`src/rtl/tank2_sprite_fetch.sv`:
```
// Tank-2 sprite fetch stage: turns the raster position into a rotated sprite-ROM
// address, then aligns the ROM word with an in-box flag to produce a palette index
// plus an opaque flag. Latency from raster position to pix_* is a fixed 3 cycles.
// The block also latches the tank position once per frame and runs the damage flash.
module tank2_sprite_fetch #(
  parameter int unsigned SPRITE_SIZE  = 32,
  parameter int unsigned ADDR_W       = 10,
  parameter int unsigned TRANSP_INDEX = 0,
  parameter int unsigned FLASH_INDEX  = 6,
  parameter int unsigned FLASH_FRAMES = 32
) (
  input  logic              Clk,
  input  logic              Reset,
  input  logic              frame_start,
  input  logic [9:0]        DrawX,
  input  logic [9:0]        DrawY,
  input  logic [9:0]        tank_x,
  input  logic [9:0]        tank_y,
  input  logic [1:0]        tank_dir,
  input  logic              hit,
  output logic [ADDR_W-1:0] rom_addr,
  input  logic [3:0]        rom_q,
  output logic [3:0]        pix_index,
  output logic              pix_opaque,
  output logic              flashing
);

  localparam int unsigned LogS        = $clog2(SPRITE_SIZE);
  localparam logic [10:0] SizeW       = 11'(SPRITE_SIZE);
  localparam logic [3:0]  TranspIdx   = 4'(TRANSP_INDEX);
  localparam logic [3:0]  FlashIdx    = 4'(FLASH_INDEX);
  localparam logic [5:0]  FlashReload = 6'(FLASH_FRAMES);

  // Per-frame position latch
  logic [9:0] lx_q, lx_d;
  logic [9:0] ly_q, ly_d;
  logic [1:0] ldir_q, ldir_d;

  // Pipeline state
  logic [ADDR_W-1:0] rom_addr_q, rom_addr_d;
  logic              in_d1_q, in_d1_d;
  logic              in_d2_q, in_d2_d;
  logic [3:0]        pix_index_q, pix_index_d;
  logic              pix_opaque_q, pix_opaque_d;

  // Flash state
  logic [5:0] fc_q, fc_d;
  logic       flashing_q, flashing_d;

  // Stage-0 intermediates
  logic [10:0]     dx, dy;
  logic            in_box;
  logic [LogS-1:0] dx_s, dy_s, u, v;

  // Stage-2 intermediates
  logic opq, flash_on;

  // Capture tank pose only at frame start so a frame is never torn
  always_comb begin
    lx_d   = lx_q;
    ly_d   = ly_q;
    ldir_d = ldir_q;
    if (frame_start) begin
      lx_d   = tank_x;
      ly_d   = tank_y;
      ldir_d = tank_dir;
    end
  end

  // Stage 0: box test and rotated ROM address
  always_comb begin
    // 11-bit unsigned differences; the DrawX >= lx test rejects wrapped values,
    // so a sprite near the right/bottom edge is clipped rather than wrapped.
    dx     = {1'b0, DrawX} - {1'b0, lx_q};
    dy     = {1'b0, DrawY} - {1'b0, ly_q};
    in_box = (DrawX >= lx_q) && (dx < SizeW) && (DrawY >= ly_q) && (dy < SizeW);
    dx_s   = dx[LogS-1:0];
    dy_s   = dy[LogS-1:0];
    u      = dx_s;
    v      = dy_s;
    // S-1-n within LogS bits is just the bitwise complement
    unique case (ldir_q)
      2'd0: begin u = dx_s;  v = dy_s;  end
      2'd1: begin u = dy_s;  v = ~dx_s; end
      2'd2: begin u = ~dx_s; v = ~dy_s; end
      2'd3: begin u = ~dy_s; v = dx_s;  end
      default: begin u = dx_s; v = dy_s; end
    endcase
    rom_addr_d = ADDR_W'({v, u});
    in_d1_d    = in_box;
    in_d2_d    = in_d1_q;
  end

  // Flash counter: a hit reloads and beats a same-cycle frame decrement
  always_comb begin
    fc_d = fc_q;
    if (hit) begin
      fc_d = FlashReload;
    end else if (frame_start && (fc_q != 6'd0)) begin
      fc_d = fc_q - 6'd1;
    end
    // Derived from fc_d so flashing lines up with the counter register
    flashing_d = (fc_d != 6'd0);
  end

  // Stage 2: transparency and flash substitution on the returned ROM word
  always_comb begin
    opq          = in_d2_q && (rom_q != TranspIdx);
    flash_on     = (fc_q != 6'd0) && fc_q[2];
    pix_opaque_d = opq;
    pix_index_d  = 4'd0;
    if (opq) begin
      pix_index_d = flash_on ? FlashIdx : rom_q;
    end
  end

  // All state registers with synchronous active-high reset
  always_ff @(posedge Clk) begin
    if (Reset) begin
      lx_q         <= '0;
      ly_q         <= '0;
      ldir_q       <= '0;
      rom_addr_q   <= '0;
      in_d1_q      <= 1'b0;
      in_d2_q      <= 1'b0;
      pix_index_q  <= '0;
      pix_opaque_q <= 1'b0;
      fc_q         <= '0;
      flashing_q   <= 1'b0;
    end else begin
      lx_q         <= lx_d;
      ly_q         <= ly_d;
      ldir_q       <= ldir_d;
      rom_addr_q   <= rom_addr_d;
      in_d1_q      <= in_d1_d;
      in_d2_q      <= in_d2_d;
      pix_index_q  <= pix_index_d;
      pix_opaque_q <= pix_opaque_d;
      fc_q         <= fc_d;
      flashing_q   <= flashing_d;
    end
  end

  assign rom_addr   = rom_addr_q;
  assign pix_index  = pix_index_q;
  assign pix_opaque = pix_opaque_q;
  assign flashing   = flashing_q;

endmodule

```
`config.mk`:
```
export PLATFORM = sky130hd
export DESIGN_NAME = tank2_sprite_fetch
export DESIGN_NICKNAME = d
export VERILOG_FILES = /design/src/rtl/tank2_sprite_fetch.sv
export SDC_FILE = /design/constraint.sdc
export NUM_CORES = 1
export LEC_CHECK = 0
export BUFFER_PORTS_ARGS = -buffer_cell sky130_fd_sc_hd__buf_2
export CAP_MARGIN = 30
export CORE_ASPECT_RATIO = 0.7
export CORE_MARGIN = 4
export CORE_UTILIZATION = 30
export CTS_CLUSTER_DIAMETER = 50
export CTS_CLUSTER_SIZE = 16
export DETAILED_ROUTE_END_ITERATION = 7
export GPL_TIMING_DRIVEN = 0
export PLACE_DENSITY = 0.48
export SLEW_MARGIN = 15
export SYNTH_ARGS = -nofsm -noshare
export SYNTH_HDL_FRONTEND = slang
export SYNTH_SLANG_ARGS = --single-unit
```
`constraint.sdc`:
```
create_clock -name Clk -period 2.18 [get_ports Clk]
set_input_delay 0.109 -clock Clk [delete_from_list [all_inputs] [get_ports Clk]]
set_output_delay 0.109 -clock Clk [all_outputs]
set_load 0.01 [all_outputs]
```
==> reports/results.ini, run 1 <==
[timing]
worst_hold_slack_ns = 0.0475
clock.fmax_mhz = 477
hold_viol = 0
drv_slew = 0
period_needed_ns = 2.10
worstMarginPinSlew_ns = 0.916
finalClockSkew_ns = 0.00136
setup_viol = 0
slew_headroom = 0.389
post-route-period-util = 0.961
rsz0062_at_grt = yes

[min_path]
worstHoldPathCells = 2
hold_end = pix_index[2]
worstHoldStart = rom_q[2]
hold_class = in2reg

[route]
num_vias = 2395
first_pass_iters = 4
ant_nets = 0
drt_iter0_drc = 103
routedWlPerCell_um = 13.0
routed_wl_um = 6770
vias_per_cell = 4.61
drc = 0

[floorplan]
die_area_um2 = 10900
io_pins = 66
die_w_um = 123
core-area_um2 = 9070
initial_core_util = 0.307
rows = 29
fp.dieH_um = 88.6

[setup_path]
critPathLaunchType = register
cp_max_fo = 8
r2r_slack_ns = 0.08
cp_data_arrival_time_ns = 2.26
cp.required_ns = 2.35
rr_worst_depth = 7
setup.worst_path.end_class = register
worst_r2r_startpoint = fc_q[2]
path_class = reg2reg
worst_r2r_endpoint = flashing
worstSetupStartpoint = fc_q[2]

[clock_tree]
clock_latency_ns = 0.28
cts.path.max_buffers = 2
clk_pin_slew_worst_paths_ns = 0.06
cts_tree = built
ctsHoldBuffers = 0
cts-htree-levels = 2
cts_buffers = 5
clockRootBuffer = clkbuf_16
clock_sinks = 46

[synth]
syn_inst = 323
synth-seq-cells = 46
ys_types = 50
synth_flop_cell = dfxtp_1
synth.top_cell.area_share = 0.331
synth_nets = 397
synth_edf_count = 0
ys_seq_area_frac = 0.331
netlist_area_um2 = 2780
avgSynthCellArea_um2 = 8.62
synth_top_area_cell = dfxtp_1
synth_area_leaders = dfxtp_1, ha_1, mux2i_1
synthArstFlopShare = 0
ys_warn_count = 0

[final_layout]
syn2layout_area_growth_pct = 28.0
finalNetCount = 469
design_area_um2 = 3560
drive_gt1_frac = 0.250
diodes = 0

[global_route]
antenna_found_initial = 0
first_global_vias = 2267
groute.usage.overall = 0.125
grt-ovfl-total = 0
grt_max_degree = 15
grt_pass1_wl_um = 10600

[placement]
hpwl_um = 5330
gp_congestion = 0.748
placed_area_um2 = 3250
io_buffers = 63

[power_and_ir_drop]
vdd_drop_max_mv = 0.271
power.leakage_uw = 0.00159
p_per_area_nw_per_um2 = 735

[flow_run]
cap_violations = 0

[status]
outcome = completed

[routing by layer]
| metal | vias up | GRT usage | routed length (µm) |
|---|---|---|---|
| met5 | - | 0 | 0 |
| met4 | 0 | 0.0271 | 42 |
| met3 | 5 | 0.0351 | 375 |
| met2 | 55 | 0.179 | 2720 |
| met1 | 1055 | 0.185 | 3630 |
| li1 | 1280 | - | - |
[Yosys cell counts (2+ instances only)]
cell	n
and2_1	2
ha_1	22
nand2_1	6
o211a_1	2
clkbuf_1	7
nor2b_1	7
dfxtp_1	46
nand3_1	4
nand4_1	2
fa_1	2
a21oi_1	14
nand2b_1	2
a21o_1	6
o21a_1	9
xor2_1	4
nor2_1	42
and3_1	2
buf_1	2
a211oi_1	2
o211ai_1	3
inv_1	30
or3_1	6
o21ai_0	16
xnor2_1	11
o31ai_1	2
nor3_1	13
mux2i_1	26
or2_2	2
o2111ai_1	3
nor4_1	2
nor4b_1	3
nor3b_1	4
and3b_2	2
[through the flow]
stage / utilization / power (µW) / setup WS, ns / TNS [ns] / instances
final: 0.393 / 2620 / 0.0848 / 0 / 520
after floorplan: - / 1410 / 0.188 / 0 / 323
after detailed placement: 0.359 / 1580 / -0.158 / -0.158 / 510
after global placement: 0.359 / 1580 / -0.163 / -0.163 / 510
after CTS: 0.382 / 2620 / 0.00177 / 0 / 518
after global routing: 0.393 / 2770 / -0.0234 / -0.0234 / 520
[cell usage in the layout (no fill, tap or decap), drive strengths merged, types with 3 or more instances in the layout]
cell type	n
nor4b	3
nor2	42
xnor2	11
o211ai	3
nor3b	4
nor3	13
nor2b	7
dfxtp	46
or3	7
nand3	4
o2111ai	3
o21ai	17
a21o	6
nand2	6
a21oi	14
xor2	4
ha	22
clkbuf	13
mux2i	26
o21a	9
buf	69
inv	30
[timing repair]
action | in CTS | in global routing
setup endpoints to repair | 1 | 5
buffers inserted | 0 | 2
pin swaps | 1 | 7
endpoints found under the hold margin | 0 | 0
resized for setup | 4 | 21
gates cloned | 0 | 0
[logic make-up (layout without fill, tap and decap cells)]
group	Yosys count	in the layout	share of synthesized area
adders and majority gates	24	24	0.113
and+or+nand+nor	102	102	0.189
xor gates and xnor gates	15	15	0.0472
DFF	46	46	0.331
muxes	26	26	0.0935
AOI/OAI and AO/OA	69	69	0.168
buffers and inverters	41	114	0.0584
[flip-flops by register name, indices dropped and copies added, names as in the netlist]
register,flops
in_d1_q,1
lx_q,10
pix_opaque,1
ly_q,10
flashing,1
ldir_q,2
fc_q,6
in_d2_q,1
pix_index,4
rom_addr,10
[cell type report]
type / instances / area, µm²
repair buffers: 65 / 330
inverters: 30 / 113
clock inverters: 2 / 60.1
well taps: 124 / 155
fillers: 964 / 5510
flip-flops and latches: 46 / 923
multi-input cells: 236 / 1790
plain buffers: 11 / 50.0
clock buffers: 6 / 139
[critical path, stage by stage (launching register included)]
cell and delay (ns):
dfxtp_1 0.30, buf_6 0.12, or3_4 0.39, o31a_4 0.32, or3_1 0.33, a21oi_2 0.12, a21oi_1 0.08, or3_1 0.31
[how the worst max path moves through the flow]
stage	to	slack, ns
3_3_place_gp	in_d1_q	-0.16
6_report	flashing	0.08
4_1_cts	in_d1_q	0.002
3_5_place_dp	in_d1_q	-0.16
2_1_floorplan	flashing	0.19
5_1_grt	in_d1_q	-0.02
[where the power goes]
group / internal (µW) / switching, µW
Combinational: 317 / 356
Sequential: 905 / 31.1
Clock: 688 / 322
No activity file was read; power rests on OpenSTA's default activity.
==> inputs of run 2 (changes only) <==
- CORE_MARGIN: 4 -> not set
==> reports/results.ini, run 2 (synthesis gave the netlist of run 1 again) <==
[global_route]
grt-ovfl-total = 0  ; unchanged
groute.usage.overall = 0.153  ; +0.0281
grt_pass1_wl_um = 11100  ; +4.3%
first_global_vias = 2282  ; +0.66%
antenna_found_initial = 0  ; unchanged
grt_max_degree = 15  ; unchanged

[final_layout]
multi_input_area_um2 = 1820  ; +1.7%
n_fill_cell = 921  ; -4.5%
drive_gt1_frac = 0.270  ; +0.0195
syn2layout_area_growth_pct = 28.0  ; about the same
mostFrequentLayoutCells = buf_2, dfxtp_1, nor2_1, inv_1, mux2i_1
layout_commonest_cell = buf_2
finalNetCount = 470  ; +0.21%
diodes = 0  ; unchanged
final-seq-area_um2 = 923  ; unchanged
stdcell_count = 517  ; -0.58%

[floorplan]
core-area_um2 = 8720  ; -3.8%
fp.dieH_um = 82.6  ; -6.8%
die_area_um2 = 9680  ; -11%
initial_core_util = 0.319  ; +0.0122
io_pins = 66  ; unchanged
rows = 28  ; -3.4%
die_w_um = 117  ; -4.9%

[setup_path]
max_stage_delay_ns = 0.39  ; about the same
critPathLaunchType = register
cp.required_ns = 2.36  ; about the same
setup.worst_path.end_class = register
crit_buf_inv = 0  ; -1
critical-path-top-delay-family = adder cells
cp_cell_sequence = ha_4 -> fa_2 -> nor2b_4 -> o21ai_4 -> a32o_2 -> xor2_2 -> o2111ai_2 -> nor4_2
path_class = reg2reg
cp_max_fo = 3  ; -5
cp_data_arrival_time_ns = 2.30  ; +0.04 ns
critPathSlowestCell = fa_2

[timing]
rsz0062_at_grt = yes
hold_viol = 0  ; unchanged
finalClockSkew_ns = 0.00592  ; +0.00456 ns
slew_headroom = 0.411  ; +0.0214
final.setup.tns_ns = 0  ; unchanged
setup_viol = 0  ; unchanged
clock.fmax_mhz = 473  ; -0.86%
post-route-period-util = 0.969  ; +0.00836
worstMarginPinSlew_ns = 0.884  ; -0.0321 ns
drv_slew = 0  ; unchanged
period_needed_ns = 2.11  ; +0.0182 ns

[placement]
io_buffers = 63  ; unchanged
hpwl_um = 5200  ; -2.4%
dp.cells = 506  ; -0.78%
gp_congestion = 0.823  ; +10%

[status]
outcome = completed

[clock_tree]
clk_pin_slew_worst_paths_ns = 0.06  ; about the same
cts_buffers = 5  ; unchanged
cts-htree-levels = 2  ; unchanged
cts.path.max_buffers = 2  ; unchanged
clockRootBuffer = clkbuf_16
clock_latency_ns = 0.29  ; about the same
ctsHoldBuffers = 0  ; unchanged
cts_tree = built
clock_sinks = 46  ; unchanged

[route]
vias_per_cell = 4.68  ; +1.7%
routedWlPerCell_um = 13.2  ; +1.4%
drt_iter0_drc = 98  ; -4.9%
ant_nets = 0  ; unchanged
num_vias = 2422  ; +1.1%
first_pass_iters = 4  ; unchanged
routed_wl_um = 6820  ; +0.78%
drc = 0  ; unchanged

[power_and_ir_drop]
p_per_area_nw_per_um2 = 698  ; -5.0%
power.leakage_uw = 0.00159  ; -0.19%
vdd_drop_max_mv = 0.320  ; +18%

[min_path]
hold_class = in2reg

[flow_run]
cap_violations = 0  ; unchanged

run 2: path summary, 6_finish.rpt:
path	startpoint	to	slack, ns	cells past startpoint
max	ly_q[0]	in_d1_q	0.07	8
max reg2reg	ly_q[0]	in_d1_q	0.07	8
min reg2reg	in_d1_q	in_d2_q	0.44	1
min	rom_q[2]	pix_index[2]	0.03	2
run 2: worst register-to-register path, delay by kind of cell (launching register included):
kind / cells / cell delay (ns)
flip-flops: 1 / 0.34
adder cells (fa/ha/maj): 2 / 0.55
AND/OR/NAND/NOR: 2 / 0.45
AO/OA/AOI/OAI: 3 / 0.53
XOR/XNOR: 1 / 0.15
run 2: metal layers:
metal	wire length, µm	vias to the layer above	GRT usage
met1	3740	1078	0.225
met5	0	-	0
li1	-	1281	-
met3	339	8	0.0394
met4	68	0	0.0456
met2	2670	55	0.214
run 2: per-stage QoR:
step / setup WS (ns) / utilization / hold WS [ns] / total power (µW) / area [µm²]
after floorplan: 0.188 / - / 0.219 / 1410 / 2780
after global placement: -0.213 / 0.372 / 0.330 / 1580 / 3250
after detailed placement: -0.188 / 0.372 / 0.331 / 1590 / 3250
after CTS: 0.00725 / 0.393 / 0.0267 / 2470 / 3430
after global routing: -0.0397 / 0.408 / 0.0384 / 2660 / 3560
final: 0.0665 / 0.408 / 0.0326 / 2490 / 3560
run 2: cell type report:
cell class | instances | share of cell area
Inverter | 30 | 0.0316
Buffer | 11 | 0.0140
Sequential cell | 46 | 0.259
Clock inverter | 3 | 0.0112
Tap cell | 120 | 0.0421
Clock buffer | 5 | 0.0351
Timing Repair Buffer | 66 | 0.0948
Multi-Input combinational cell | 236 | 0.512
run 2: power breakdown:
| part | switching (µW) | internal [µW] |
|---|---|---|
| Sequential | 30.7 | 905 |
| Combinational | 367 | 323 |
| Clock | 325 | 537 |
| Total | 723 | 1760 |
run 2: timing repair:
action,in CTS,in global routing
setup buffers,0,3
pin swaps,1,8
endpoints found under the setup margin,2,5
gates resized for setup,5,27
==> inputs of run 3 (changes only) <==
- CORE_ASPECT_RATIO: 0.7 -> not set
==> reports/results.ini, run 3 (synthesis gave the netlist of run 1 again) <==
[timing]
worst_hold_slack_ns = 0.0229  ; -0.00969 ns
finalClockSkew_ns = 0.00817  ; +0.00224 ns
final.setup.tns_ns = 0  ; unchanged
slew_headroom = 0.452  ; +0.0415
worstMarginPinSlew_ns = 0.822  ; -0.0623 ns
drv_slew = 0  ; unchanged
post-route-period-util = 0.954  ; -0.0158
period_needed_ns = 2.08  ; -0.0345 ns
hold_viol = 0  ; unchanged
clock.fmax_mhz = 481  ; +1.7%
setup_viol = 0  ; unchanged

[final_layout]
syn2layout_area_growth_pct = 21.7
stdcell_count = 502  ; -2.9%
finalNetCount = 467  ; -0.64%
mostFrequentLayoutCells = buf_2, dfxtp_1, nor2_1, inv_1, mux2i_1
diodes = 0  ; unchanged
drive_gt1_frac = 0.223  ; -0.0462
layout_commonest_cell = buf_2

[placement]
hpwl_um = 5000  ; -3.8%
io_buffers = 63  ; unchanged
gp_congestion = 0.801  ; -2.6%
dp.cells = 494  ; -2.4%

[setup_path]
cp.required_ns = 2.37  ; about the same
setup.worst_path.end_class = register
cp_data_arrival_time_ns = 2.27  ; -0.03 ns
critPathLaunchType = register
path_class = reg2reg
cp_max_fo = 8  ; +5

[floorplan]
die_w_um = 98.3  ; -16%
fp.dieH_um = 98.3  ; +19%
rows = 34  ; +21%
die_area_um2 = 9670  ; about the same
core-area_um2 = 8850  ; +1.4%
initial_core_util = 0.315  ; -0.00451
io_pins = 66  ; unchanged

[clock_tree]
cts.path.max_buffers = 2  ; unchanged
clk_pin_slew_worst_paths_ns = 0.09  ; +0.03 ns
clockRootBuffer = clkbuf_8
cts_buffers = 5  ; unchanged
cts_tree = built
cts_post_setup_buffers_inserted = 0  ; unchanged
clock_sinks = 46  ; unchanged
cts-htree-levels = 2  ; unchanged
clock_latency_ns = 0.30  ; about the same
ctsHoldBuffers = 0  ; unchanged

[min_path]
hold_class = in2reg

[power_and_ir_drop]
seq_power_share = 0.419  ; +0.043
vdd_drop_max_mv = 0.255  ; -20%
power.leakage_uw = 0.00153  ; -3.8%
swShare = 0.304  ; +0.0133
clock_power_share = 0.291  ; -0.056
internal-power_uw = 1550  ; -12%
p_per_area_nw_per_um2 = 656  ; -6.0%
p_sw_uw = 675  ; -6.5%
p_comb_frac = 0.289  ; +0.012

[status]
violations = DRC
outcome = finished, violations left

[global_route]
antenna_found_initial = 0  ; unchanged
first_global_vias = 2288  ; +0.26%
grt-ovfl-total = 0  ; unchanged
groute.usage.overall = 0.135  ; -0.0180
grt_pass1_wl_um = 10400  ; -6.0%
grt_max_degree = 15  ; unchanged

[route]
drt_iter0_drc = 67  ; -32%
first_pass_iters = 8  ; +4
num_vias = 2432  ; +0.41%
routed_wl_um = 6320  ; -7.3%
routedWlPerCell_um = 12.6  ; -4.5%
drc = 6  ; +6
ant_nets = 0  ; unchanged
vias_per_cell = 4.84  ; +3.4%

[flow_run]
cap_violations = 0  ; unchanged

## run 3: timing repair
action | in CTS | in global routing
pin swaps | 0 | 1
setup endpoints to repair | 1 | 5
resized for setup | 2 | 11
gates cloned | 0 | 0
## run 3: final cells by class
class / instances / area [µm²]
buffer: 11 / 50.0
clock buffer: 6 / 72.6
clock inverter: 2 / 37.5
fill: 973 / 5460
inverter: 30 / 113
multi-input combinational: 236 / 1740
sequential: 46 / 921
tap: 108 / 135
timing repair buffer: 63 / 315
## run 3: final timing paths
path / slack (ns) / depth (start not counted) / from / end
hold / removal: 0.02 / 2 / rom_q[2] / pix_index[2]
setup reg to reg: 0.10 / 7 / fc_q[2] / flashing
setup / recovery: 0.10 / 7 / fc_q[2] / flashing
hold reg to reg: 0.47 / 1 / in_d1_q / in_d2_q
## run 3: through the flow
stage	instance area [µm²]	power, µW	setup WS, ns	utilization
floorplan	2780	1410	0.188	-
global placement	3230	1580	-0.0251	0.366
detailed placement	3230	1580	-0.00555	0.366
CTS	3350	2250	0.0371	0.379
global route	3390	2380	-0.00281	0.383
finish	3390	2220	0.101	0.383
## run 3: per-layer routing
| layer | share of wire | vias to the layer above | global-route usage |
|---|---|---|---|
| li1 | - | 1273 | - |
| met1 | 0.48 | 1091 | 0.175 |
| met2 | 0.46 | 61 | 0.230 |
| met3 | 0.048 | 7 | 0.0265 |
| met4 | 0.0090 | 0 | 0.0310 |
| met5 | 0 | - | 0 |
## run 3: critical path: stages, from the launching register on
cell and delay (ns):
dfxtp_1 0.32, buf_6 0.13, or3_4 0.38, o31a_4 0.32, or3_1 0.33, a21oi_2 0.13, a21oi_1 0.07, or3_1 0.30
## run 3: power groups by stage
stage / registers (µW) / clock network [µW] / logic [µW]
3_3_place_gp: 952 / 0 / 627
5_1_grt: 942 / 707 / 727
3_5_place_dp: 953 / 0 / 630
6_report: 932 / 648 / 643
2_1_floorplan: 965 / 0 / 444
4_1_cts: 933 / 681 / 637
